==> src/rtl/vga_pixel_fifo_if.sv <==
// Writer-side valid/ready bundle for vga_pixel_fifo: RGB333 pixel plus
// start-of-frame tag. The master is the DMA/bus writer; the slave is the FIFO.
interface vga_pixel_fifo_if;
    logic       s_valid;
    logic       s_ready;
    logic [8:0] s_data;
    logic       s_sof;

    modport master (
        output s_valid,
        output s_data,
        output s_sof,
        input  s_ready
    );

    modport slave (
        input  s_valid,
        input  s_data,
        input  s_sof,
        output s_ready
    );
endinterface

==> src/rtl/vga_pixel_fifo.sv <==
// Frame-aligned RGB333 pixel FIFO feeding the VGA timing driver.
// Optional macro VGA_FIFO_STATS_EN adds underflow_cnt and sync_err_cnt outputs.
module vga_pixel_fifo #(
    parameter int         DEPTH       = 64,
    parameter int         H_ACTIVE    = 800,
    parameter int         V_ACTIVE    = 600,
    parameter logic [8:0] BLANK_COLOR = 9'h000
) (
    input  logic                     clk,
    input  logic                     rst_n,
    vga_pixel_fifo_if.slave          s,
    input  logic                     de_in,
    output logic [8:0]               color,
    output logic                     frame_req,
    output logic [$clog2(DEPTH):0]   level,
    output logic                     sync_err
`ifdef VGA_FIFO_STATS_EN
    ,
    output logic [15:0]              underflow_cnt,
    output logic [7:0]               sync_err_cnt
`endif
);

    localparam int AW = $clog2(DEPTH);
    localparam int LW = AW + 1;
    localparam int XW = (H_ACTIVE > 1) ? $clog2(H_ACTIVE) : 1;
    localparam int YW = (V_ACTIVE > 1) ? $clog2(V_ACTIVE) : 1;

    typedef enum logic [0:0] {
        ST_SYNC = 1'b0,
        ST_RUN  = 1'b1
    } state_t;

    // Storage and pointers
    logic [9:0]    r_mem [DEPTH];
    logic [AW-1:0] r_wr_ptr;
    logic [AW-1:0] r_rd_ptr;
    logic [LW-1:0] r_level;

    // Raster position and FSM
    logic [XW-1:0] r_x;
    logic [YW-1:0] r_y;
    state_t        r_state;
    state_t        w_state_nxt;

    // Registered outputs
    logic [8:0]    r_color;
    logic          r_frame_req;
    logic          r_sync_err;

    // Combinational decisions
    logic          w_full;
    logic          w_empty;
    logic          w_push;
    logic          w_pop;
    logic [9:0]    w_head;
    logic          w_head_sof;
    logic [8:0]    w_head_data;
    logic          w_origin;
    logic          w_x_last;
    logic          w_y_last;
    logic [8:0]    w_color_nxt;
    logic          w_sync_err_nxt;
    logic          w_underflow;

    assign w_full      = (r_level == LW'(DEPTH));
    assign w_empty     = (r_level == {LW{1'b0}});
    assign w_push      = s.s_valid && !w_full;
    assign w_head      = r_mem[r_rd_ptr];
    assign w_head_sof  = w_head[9];
    assign w_head_data = w_head[8:0];
    assign w_x_last    = (r_x == XW'(H_ACTIVE - 1));
    assign w_y_last    = (r_y == YW'(V_ACTIVE - 1));
    assign w_origin    = (r_x == {XW{1'b0}}) && (r_y == {YW{1'b0}});

    assign s.s_ready   = !w_full;
    assign color       = r_color;
    assign frame_req   = r_frame_req;
    assign level       = r_level;
    assign sync_err    = r_sync_err;

    // Pixel storage; contents need no reset since level gates every read
    always_ff @(posedge clk) begin
        if (w_push) begin
            r_mem[r_wr_ptr] <= {s.s_sof, s.s_data};
        end
    end

    // Pointers and occupancy; a SYNC discard is an ordinary pop here
    always_ff @(posedge clk or negedge rst_n) begin
        if (!rst_n) begin
            r_wr_ptr <= {AW{1'b0}};
            r_rd_ptr <= {AW{1'b0}};
            r_level  <= {LW{1'b0}};
        end else begin
            if (w_push) begin
                r_wr_ptr <= r_wr_ptr + AW'(1);
            end
            if (w_pop) begin
                r_rd_ptr <= r_rd_ptr + AW'(1);
            end
            case ({w_push, w_pop})
                2'b10:   r_level <= r_level + LW'(1);
                2'b01:   r_level <= r_level - LW'(1);
                default: r_level <= r_level;
            endcase
        end
    end

    // Raster position follows de_in alone, so it stays locked to the driver
    always_ff @(posedge clk or negedge rst_n) begin
        if (!rst_n) begin
            r_x <= {XW{1'b0}};
            r_y <= {YW{1'b0}};
        end else if (de_in) begin
            if (w_x_last) begin
                r_x <= {XW{1'b0}};
                r_y <= w_y_last ? {YW{1'b0}} : (r_y + YW'(1));
            end else begin
                r_x <= r_x + XW'(1);
            end
        end
    end

    // FSM state register
    always_ff @(posedge clk or negedge rst_n) begin
        if (!rst_n) begin
            r_state <= ST_SYNC;
        end else begin
            r_state <= w_state_nxt;
        end
    end

    // Next state, pop decision and next colour
    always_comb begin
        w_state_nxt    = r_state;
        w_pop          = 1'b0;
        w_color_nxt    = BLANK_COLOR;
        w_sync_err_nxt = 1'b0;
        w_underflow    = 1'b0;
        case (r_state)
            ST_SYNC: begin
                if (!w_empty && !w_head_sof) begin
                    // Stale mid-frame data is flushed regardless of de_in
                    w_pop = 1'b1;
                end else if (de_in && w_origin && !w_empty) begin
                    w_pop       = 1'b1;
                    w_color_nxt = w_head_data;
                    w_state_nxt = ST_RUN;
                end else begin
                    w_pop = 1'b0;
                end
            end
            ST_RUN: begin
                if (de_in) begin
                    if (w_empty) begin
                        w_underflow = 1'b1;
                    end else if (w_head_sof && !w_origin) begin
                        // Keep the early sof pixel for the next (0,0)
                        w_sync_err_nxt = 1'b1;
                        w_state_nxt    = ST_SYNC;
                    end else if (w_origin && !w_head_sof) begin
                        w_sync_err_nxt = 1'b1;
                        w_state_nxt    = ST_SYNC;
                    end else begin
                        w_pop       = 1'b1;
                        w_color_nxt = w_head_data;
                    end
                end else begin
                    w_state_nxt = ST_RUN;
                end
            end
            default: begin
                w_state_nxt = ST_SYNC;
            end
        endcase
    end

    // Output registers: colour, frame request and sync error pulses
    always_ff @(posedge clk or negedge rst_n) begin
        if (!rst_n) begin
            r_color     <= BLANK_COLOR;
            r_frame_req <= 1'b0;
            r_sync_err  <= 1'b0;
        end else begin
            r_color     <= w_color_nxt;
            r_frame_req <= de_in && w_x_last && w_y_last;
            r_sync_err  <= w_sync_err_nxt;
        end
    end

`ifdef VGA_FIFO_STATS_EN
    logic [15:0] r_underflow_cnt;
    logic [7:0]  r_sync_err_cnt;

    assign underflow_cnt = r_underflow_cnt;
    assign sync_err_cnt  = r_sync_err_cnt;

    // Saturating event counters
    always_ff @(posedge clk or negedge rst_n) begin
        if (!rst_n) begin
            r_underflow_cnt <= 16'h0000;
            r_sync_err_cnt  <= 8'h00;
        end else begin
            if (w_underflow && (r_underflow_cnt != 16'hFFFF)) begin
                r_underflow_cnt <= r_underflow_cnt + 16'h0001;
            end
            if (w_sync_err_nxt && (r_sync_err_cnt != 8'hFF)) begin
                r_sync_err_cnt <= r_sync_err_cnt + 8'h01;
            end
        end
    end
`endif

endmodule
==> src/flat_wrapper.sv <==
// flat-port wrapper written by rule: the top's interface ports become plain ports
module vga_pixel_fifo_flat 
#(
    parameter int         DEPTH       = 64,
    parameter int         H_ACTIVE    = 800,
    parameter int         V_ACTIVE    = 600,
    parameter logic [8:0] BLANK_COLOR = 9'h000
)
  (clk, rst_n, de_in, color, frame_req, level, sync_err, s_s_valid, s_s_data, s_s_sof, s_s_ready);
  vga_pixel_fifo_if s_i ();
  input  logic clk;
  input  logic rst_n;
  input  logic de_in;
  output logic [8:0] color;
  output logic frame_req;
  output logic [$clog2(DEPTH):0] level;
  output logic sync_err;
  input wire logic [$bits(s_i.s_valid)-1:0] s_s_valid;
  input wire logic [$bits(s_i.s_data)-1:0] s_s_data;
  input wire logic [$bits(s_i.s_sof)-1:0] s_s_sof;
  output wire logic [$bits(s_i.s_ready)-1:0] s_s_ready;
  assign s_i.s_valid = s_s_valid;
  assign s_i.s_data = s_s_data;
  assign s_i.s_sof = s_s_sof;
  assign s_s_ready = s_i.s_ready;
  vga_pixel_fifo #(.DEPTH(DEPTH), .H_ACTIVE(H_ACTIVE), .V_ACTIVE(V_ACTIVE), .BLANK_COLOR(BLANK_COLOR)) u_core (.clk(clk), .rst_n(rst_n), .s(s_i), .de_in(de_in), .color(color), .frame_req(frame_req), .level(level), .sync_err(sync_err));
endmodule
==> config.mk <==
export PLATFORM = sky130hd
export DESIGN_NAME = vga_pixel_fifo_flat
export DESIGN_NICKNAME = d
export VERILOG_FILES = /design/src/rtl/vga_pixel_fifo_if.sv /design/src/rtl/vga_pixel_fifo.sv /design/src/flat_wrapper.sv
export SDC_FILE = /design/constraint.sdc
export NUM_CORES = 1
export LEC_CHECK = 0
export CAP_MARGIN = 20
export CELL_PAD_IN_SITES_DETAIL_PLACEMENT = 2
export CELL_PAD_IN_SITES_GLOBAL_PLACEMENT = 2
export CORE_ASPECT_RATIO = 0.9
export CORE_MARGIN = 2
export CORE_UTILIZATION = 54
export DETAILED_ROUTE_END_ITERATION = 7
export PLACE_DENSITY_LB_ADDON = 0.1
export SYNTH_ARGS = -nofsm -noshare
export SYNTH_HDL_FRONTEND = slang
export SYNTH_SLANG_ARGS = --single-unit
==> constraint.sdc <==
create_clock -name clk -period 6.87 [get_ports clk]
set_clock_uncertainty 0.1 [all_clocks]
set_input_delay 2.061 -clock clk [delete_from_list [all_inputs] [get_ports clk]]
set_output_delay 2.061 -clock clk [all_outputs]
set_load 0.01 [all_outputs]
Yosys cells after proc, flatten, opt, wreduce, memory -nomap -nowiden. Memory sizes are Yosys's and may differ from the RTL's. Index checks and enable logic that the tools add are counted. Widths: inputs -> output; s select.

Flip-flop bits (word level): 51. Bits in writable memories: 640. Input bits: 14. Output and inout bits: 19. Logic and storage cells: 68. Memories: 1.

Memories: u_core.r_mem (words 64, bits a word 10, read ports 1, clocked after memory_dff 0, write ports 1, RTL line vga_pixel_fifo.sv:35) `logic [9:0] r_mem [DEPTH];`.

$add $sub $neg: 6. Equality and inequality tests: 5. Mux-type cells: 28. Bitwise logic cells: 1. Reductions and logical operators: 18.

Operators with widths (number): $mux 9 (6); $add 10x1->10 const B (2); $eq 10x10->1 const B (2); $logic_not 10->1 (2); $mux 10 (2); $pmux 9 s2 (1); $mux 1 (16); $pmux 7 s2 (1); $add 6x1->6 const B (2); $logic_and 1x1->1 (9); $add 7x1->7 const B (1); $eq 7x7->1 const B (1); $logic_not 7->1 (1); $sub 7x1->7 const B (1); $logic_not 1->1 (4); $pmux 1 s2 (2); $eq 2x1->1 const B (1); $eq 2x2->1 const B (1); $reduce_and 2->1 (1); $reduce_bool 2->1 (1); $not 1->1 (1).

Longest topological paths before layout.
Depth in word-level cells: 10. Depth in mapped cells: 24. Depth with buffers taken out: 21.

Worst setup path before layout. Ideal clock, no wire load.

Path kind: in2reg. From: input de_in. To: register u_core.r_level[6], in the netlist u_core.level[6]. Setup time: 0.128 ns. Arrival: 4.495 ns. Data required time: 6.642 ns. Setup slack: 2.147 ns. Stages: 13. Buffers on the path: 1. Cell sequence: clkbuf_1 > and2_2 > a31oi_2 > nor2_1 > ha_1 > fa_1 > a21o_1 > a21oi_1 > o21bai_1 > a21oi_1 > xor2_1 > nor2_1 > xor2_1.

Word-level cells in the longest chain between the ends: 7. Elaborated cells between the ends (all ways): 10. Classes of those cells: 2 x eq/ne; 5 x mux; 3 x reduce/logical.

Ends and longest elaborated chain: from (decl) (RTL line flat_wrapper.sv:13) `input logic de_in;`; $logic_and 1x1->1 (2 in a row) (RTL line vga_pixel_fifo.sv:146) `end else if (de_in && w_origin && !w_empty) begin`; $mux 1 (RTL line vga_pixel_fifo.sv:146); $mux 1 (RTL line vga_pixel_fifo.sv:143) `if (!w_empty && !w_head_sof) begin`; $pmux 1 s2 * (RTL line vga_pixel_fifo.sv:141) `case (r_state)`; named net u_core.w_pop (RTL line vga_pixel_fifo.sv:55) `logic w_pop;`; $eq 2x1->1 / $eq 2x2->1 (equally long branches) (RTL line vga_pixel_fifo.sv:102) `case ({w_push, w_pop})`; $pmux 7 s2 / $reduce_bool 2->1 (equally long branches); to (signal assigned) (RTL line vga_pixel_fifo.sv:103) `2'b10: r_level <= r_level + LW'(1);`; to (signal assigned) (RTL line vga_pixel_fifo.sv:104) `2'b01: r_level <= r_level - LW'(1);`; to (signal assigned) (RTL line vga_pixel_fifo.sv:105) `default: r_level <= r_level;`; to (decl) (RTL line vga_pixel_fifo.sv:38) `logic [LW-1:0] r_level;`.

The timed path passes the listed nets; every way through them passes the cells marked *. A chain may end at the register's enable or synchronous reset.

Worst setup path after layout.
From: register u_core.r_rd_ptr[1]. To: register u_core.r_level[6], in the netlist u_core.level[6].

Word-level cells in the longest chain between the ends: 10. Elaborated cells between the ends (all ways): 15. Classes of those cells: 2 x eq/ne; 7 x mux; 5 x reduce/logical; 1 x memory.

Ends and longest elaborated chain: from (decl) (RTL line vga_pixel_fifo.sv:37) `logic [AW-1:0] r_rd_ptr;`; from (signal assigned) (RTL line vga_pixel_fifo.sv:93) `r_rd_ptr <= {AW{1'b0}};`; from (signal assigned) (RTL line vga_pixel_fifo.sv:100) `r_rd_ptr <= r_rd_ptr + AW'(1);`; $mem_v2 64x10 *; $logic_not 1->1 (RTL line vga_pixel_fifo.sv:143, vga_pixel_fifo.sv:162); $logic_and 1x1->1 (RTL line vga_pixel_fifo.sv:162) `end else if (w_origin && !w_head_sof) begin`; $mux 1 (RTL line vga_pixel_fifo.sv:162); $mux 1 (RTL line vga_pixel_fifo.sv:158) `end else if (w_head_sof && !w_origin) begin`; $mux 1 (RTL line vga_pixel_fifo.sv:156) `if (w_empty) begin`; $mux 1 (RTL line vga_pixel_fifo.sv:155) `if (de_in) begin`; $pmux 1 s2 * (RTL line vga_pixel_fifo.sv:141); named net u_core.w_pop (RTL line vga_pixel_fifo.sv:55); $eq 2x1->1 / $eq 2x2->1 (equally long branches) (RTL line vga_pixel_fifo.sv:102); $pmux 7 s2 / $reduce_bool 2->1 (equally long branches).

Marked as above.

==> reports/metrics.csv <==
metric,value,unit
fin crit period,6.71,ns
simple logic cell fraction of the synthesized area,3.36,%
"leading cell type in the layout, fill and taps excluded",edfxtp_1,
RSZ-0062 raised after global routing,false,
initial antenna violation count,3,
max frequency,149,MHz
Max Slew Vio Count,0,
row count,78,
Num CTS Buffers,70,
Pwr Density,428,nW/um^2
area of the die,52200,sq um
Routed Antenna Nets,0,
post-DR vias/cell,6.97,
Internal,8.80,mW
Mapped Nets,1294,
adder-cell share of the synthesized area,0.718,%
Post-Place Cells,1941,
combinational power share,29.5,%
critical-path maximum fanout,47,
synth unique cells,54,
Routed WL,92600,um
global route overflow,0,
largest net degree at the start of global routing,65,
Crit Path Class,register to register,
CP arrival,7.12,ns
status,"complete, no violations",
Root Buffer,clkbuf_16,
Vias,14800,
Placer Congestion,0.783,
port buffer count,32,
P_sw,4.46,mW
XOR/XNOR Fraction of Synth Area,0.934,%
final worst-path cycle share,97.7,%
sequential fraction of the synthesis area,75.4,%
Placeable Area,50100,sq um
H-tree levels,3,
fraction of layout cells with a size suffix above 1,28.5,%
switching part of the total,33.6,%
syn_area_per_cell,21.5,sq um
Clock Power Share,31.0,%
Yosys reg bits,691,
Setup-failing EPs final,0,
mapped cell area,27200,sq um
Initial Util,54.3,%
post-route non-filler standard cell count,2117,
CP Capture Type,register,
gr usage total,34.8,%
CTS tree,done,
endpoints failing hold,0,
Pleak,10.0,nW
"EDFF count, synth",640,
slew of the pin with the lowest slew margin,1.13,ns
clock latency on the worst-skew pair,0.65,ns
routed len/inst,43.8,um
Layout area overhead,13.9,%
Die W,241,um
most frequent cells in the layout,"edfxtp_1, mux4_2, nor2_1",
post-DP HPWL,48700,um
Detailed Routing Iterations Pass 1,5,
Max Buffers Root-to-Sink,3,
synth warn,0,
Rel. slew slack,24.2,%
vias in the first global route,15000,
Worst Path Required,7.28,ns
largest family of logic cells by synthesized area,multiplexers,
power share of the sequential group,39.4,%
hold path startpoint,u_core.r_y[8],
mux contribution to synthesized area,17.1,%
first-pass GRT wire length,123000,um
"Primary FF master, synth",edfxtp_1,
nets,1408,
DRT iter0 DRCs,1862,
clock sinks,691,
crit path from,u_core.r_rd_ptr[1],
drc violations,0,
Worst VDD drop,272,uV
HP Class,register to register,
reg2reg start,u_core.r_rd_ptr[1],
I/O Pins,33,
CP Launch Type,register,
Synth Area in Compound Gates,1.15,%
Worst-path clk slew,0.09,ns
Syn Inst Count,1265,
Setup TNS Final,0,ns
"FFs w/ async S/R, synth",7.38,%
Max-Cap Viols,0,
chip height,217,um
## power groups by stage
stage	registers, mW	logic [mW]	clock network, mW
2_1_floorplan	4.99	2.55	0
6_report	5.23	3.92	4.12
4_1_cts	5.24	3.70	4.05
3_5_place_dp	5.30	3.58	0
3_3_place_gp	5.25	3.36	0
5_1_grt	5.24	4.05	4.24
## sequential cells by signal, summed over array words and instances, names as in the netlist
register / count
u_core.r_mem: 640
u_core.r_x: 10
u_core.r_y: 10
u_core.color: 9
u_core.level: 7
u_core.r_rd_ptr: 6
u_core.r_wr_ptr: 6
u_core.frame_req: 1
u_core.r_state: 1
u_core.sync_err: 1
## layout make-up
type,count,area (sq um)
fillers,3874,19100
inverters,16,60.1
clock buffers,94,1920
clock inverters,35,379
multi-input cells,498,6330
well taps,680,851
repair buffers,102,936
flip-flops and latches,691,20500
diodes,1,2.50
## logic make-up (layout without fill, tap and decap cells)
family          Yosys count  in the layout
buf+inv                  76            247
fa+ha+maj                15             15
mux                     213            213
simple gates            194            194
other cells               0              1
flops                   691            691
xor+xnor                 29             29
compound gates           47             47
## through the flow
step                      setup slack, ns  total power [mW]  cell area, sq um  hold WS (ns)  util, %
after global routing               0.0983              13.5             31000         0.431     61.9
final                               0.158              13.3             31000         0.420     61.9
after floorplan                      2.15              7.55             27200         0.349        -
after global placement               1.12              8.62             28100         0.385     56.2
after CTS                          0.0829              13.0             30500         0.418     60.9
after detailed placement            0.650              8.88             28200         0.403     56.3
## timing repair
item                       4_1_cts  5_1_grt
setup buffers                    0        4
setup endpoints to repair        0        2
hold buffers                     0        0
gates resized for setup          0        1
## worst max-delay path, stage by stage (launching register included)
cell,delay [ns]
dfrtp_4,0.77
buf_4,0.41
a2111oi_1,0.74
nor3_1,0.12
o211ai_1,0.22
buf_4,0.19
nand2_1,0.15
inv_1,0.14
ha_1,0.27
nand2_1,0.10
o41ai_2,0.08
and2_2,0.24
a31oi_2,0.43
nor2_1,0.20
ha_1,0.41
fa_1,0.48
a21o_1,0.21
a21oi_1,0.25
o21bai_1,0.10
a21oi_1,0.28
xor2_1,0.27
nor2_1,0.11
xor2_1,0.19
## metal layers
metal / vias to the layer above / track usage, % / routed length, um
met5: - / 0 / 27
met4: 4 / 12.7 / 5020
met3: 249 / 6.79 / 7460
met2: 992 / 56.7 / 45500
met1: 8055 / 47.2 / 34600
li1: 5452 / - / -
## synth_stat cells, drive strengths merged (3+ instances only)
| master | count | area, sq um |
|---|---|---|
| a21oi | 9 | 45.0 |
| and3 | 8 | 50.1 |
| buf | 38 | 235 |
| clkbuf | 22 | 82.6 |
| dfrtp | 51 | 1280 |
| edfxtp | 640 | 19200 |
| ha | 14 | 175 |
| inv | 15 | 56.3 |
| mux2 | 10 | 113 |
| mux2i | 3 | 30.0 |
| mux4 | 200 | 4500 |
| nand2 | 35 | 131 |
| nand3 | 14 | 70.1 |
| nand3b | 3 | 22.5 |
| nand4 | 6 | 37.5 |
| nor2 | 88 | 330 |
| nor2b | 13 | 81.3 |
| nor3 | 9 | 50.1 |
| nor4 | 3 | 31.3 |
| o21ai | 17 | 85.1 |
| o22ai | 3 | 18.8 |
| or2 | 3 | 18.8 |
| or3 | 3 | 18.8 |
| xnor2 | 19 | 166 |
| xor2 | 10 | 87.6 |
## path summary, 6_finish.rpt
check / to / slack (ns) / cells past startpoint
worst max-delay path: u_core.level[6] / 0.16 / 22
worst min-delay path: u_core.r_y[8] / 0.42 / 1
worst max register to register: u_core.level[6] / 0.16 / 22
worst min register to register: u_core.r_y[8] / 0.42 / 1
max in group asynchronous: u_core.r_rd_ptr[2] / 4.55 / 2
min in group asynchronous: u_core.color[6] / 1.47 / 2
Power figures use the tool's default switching activity.
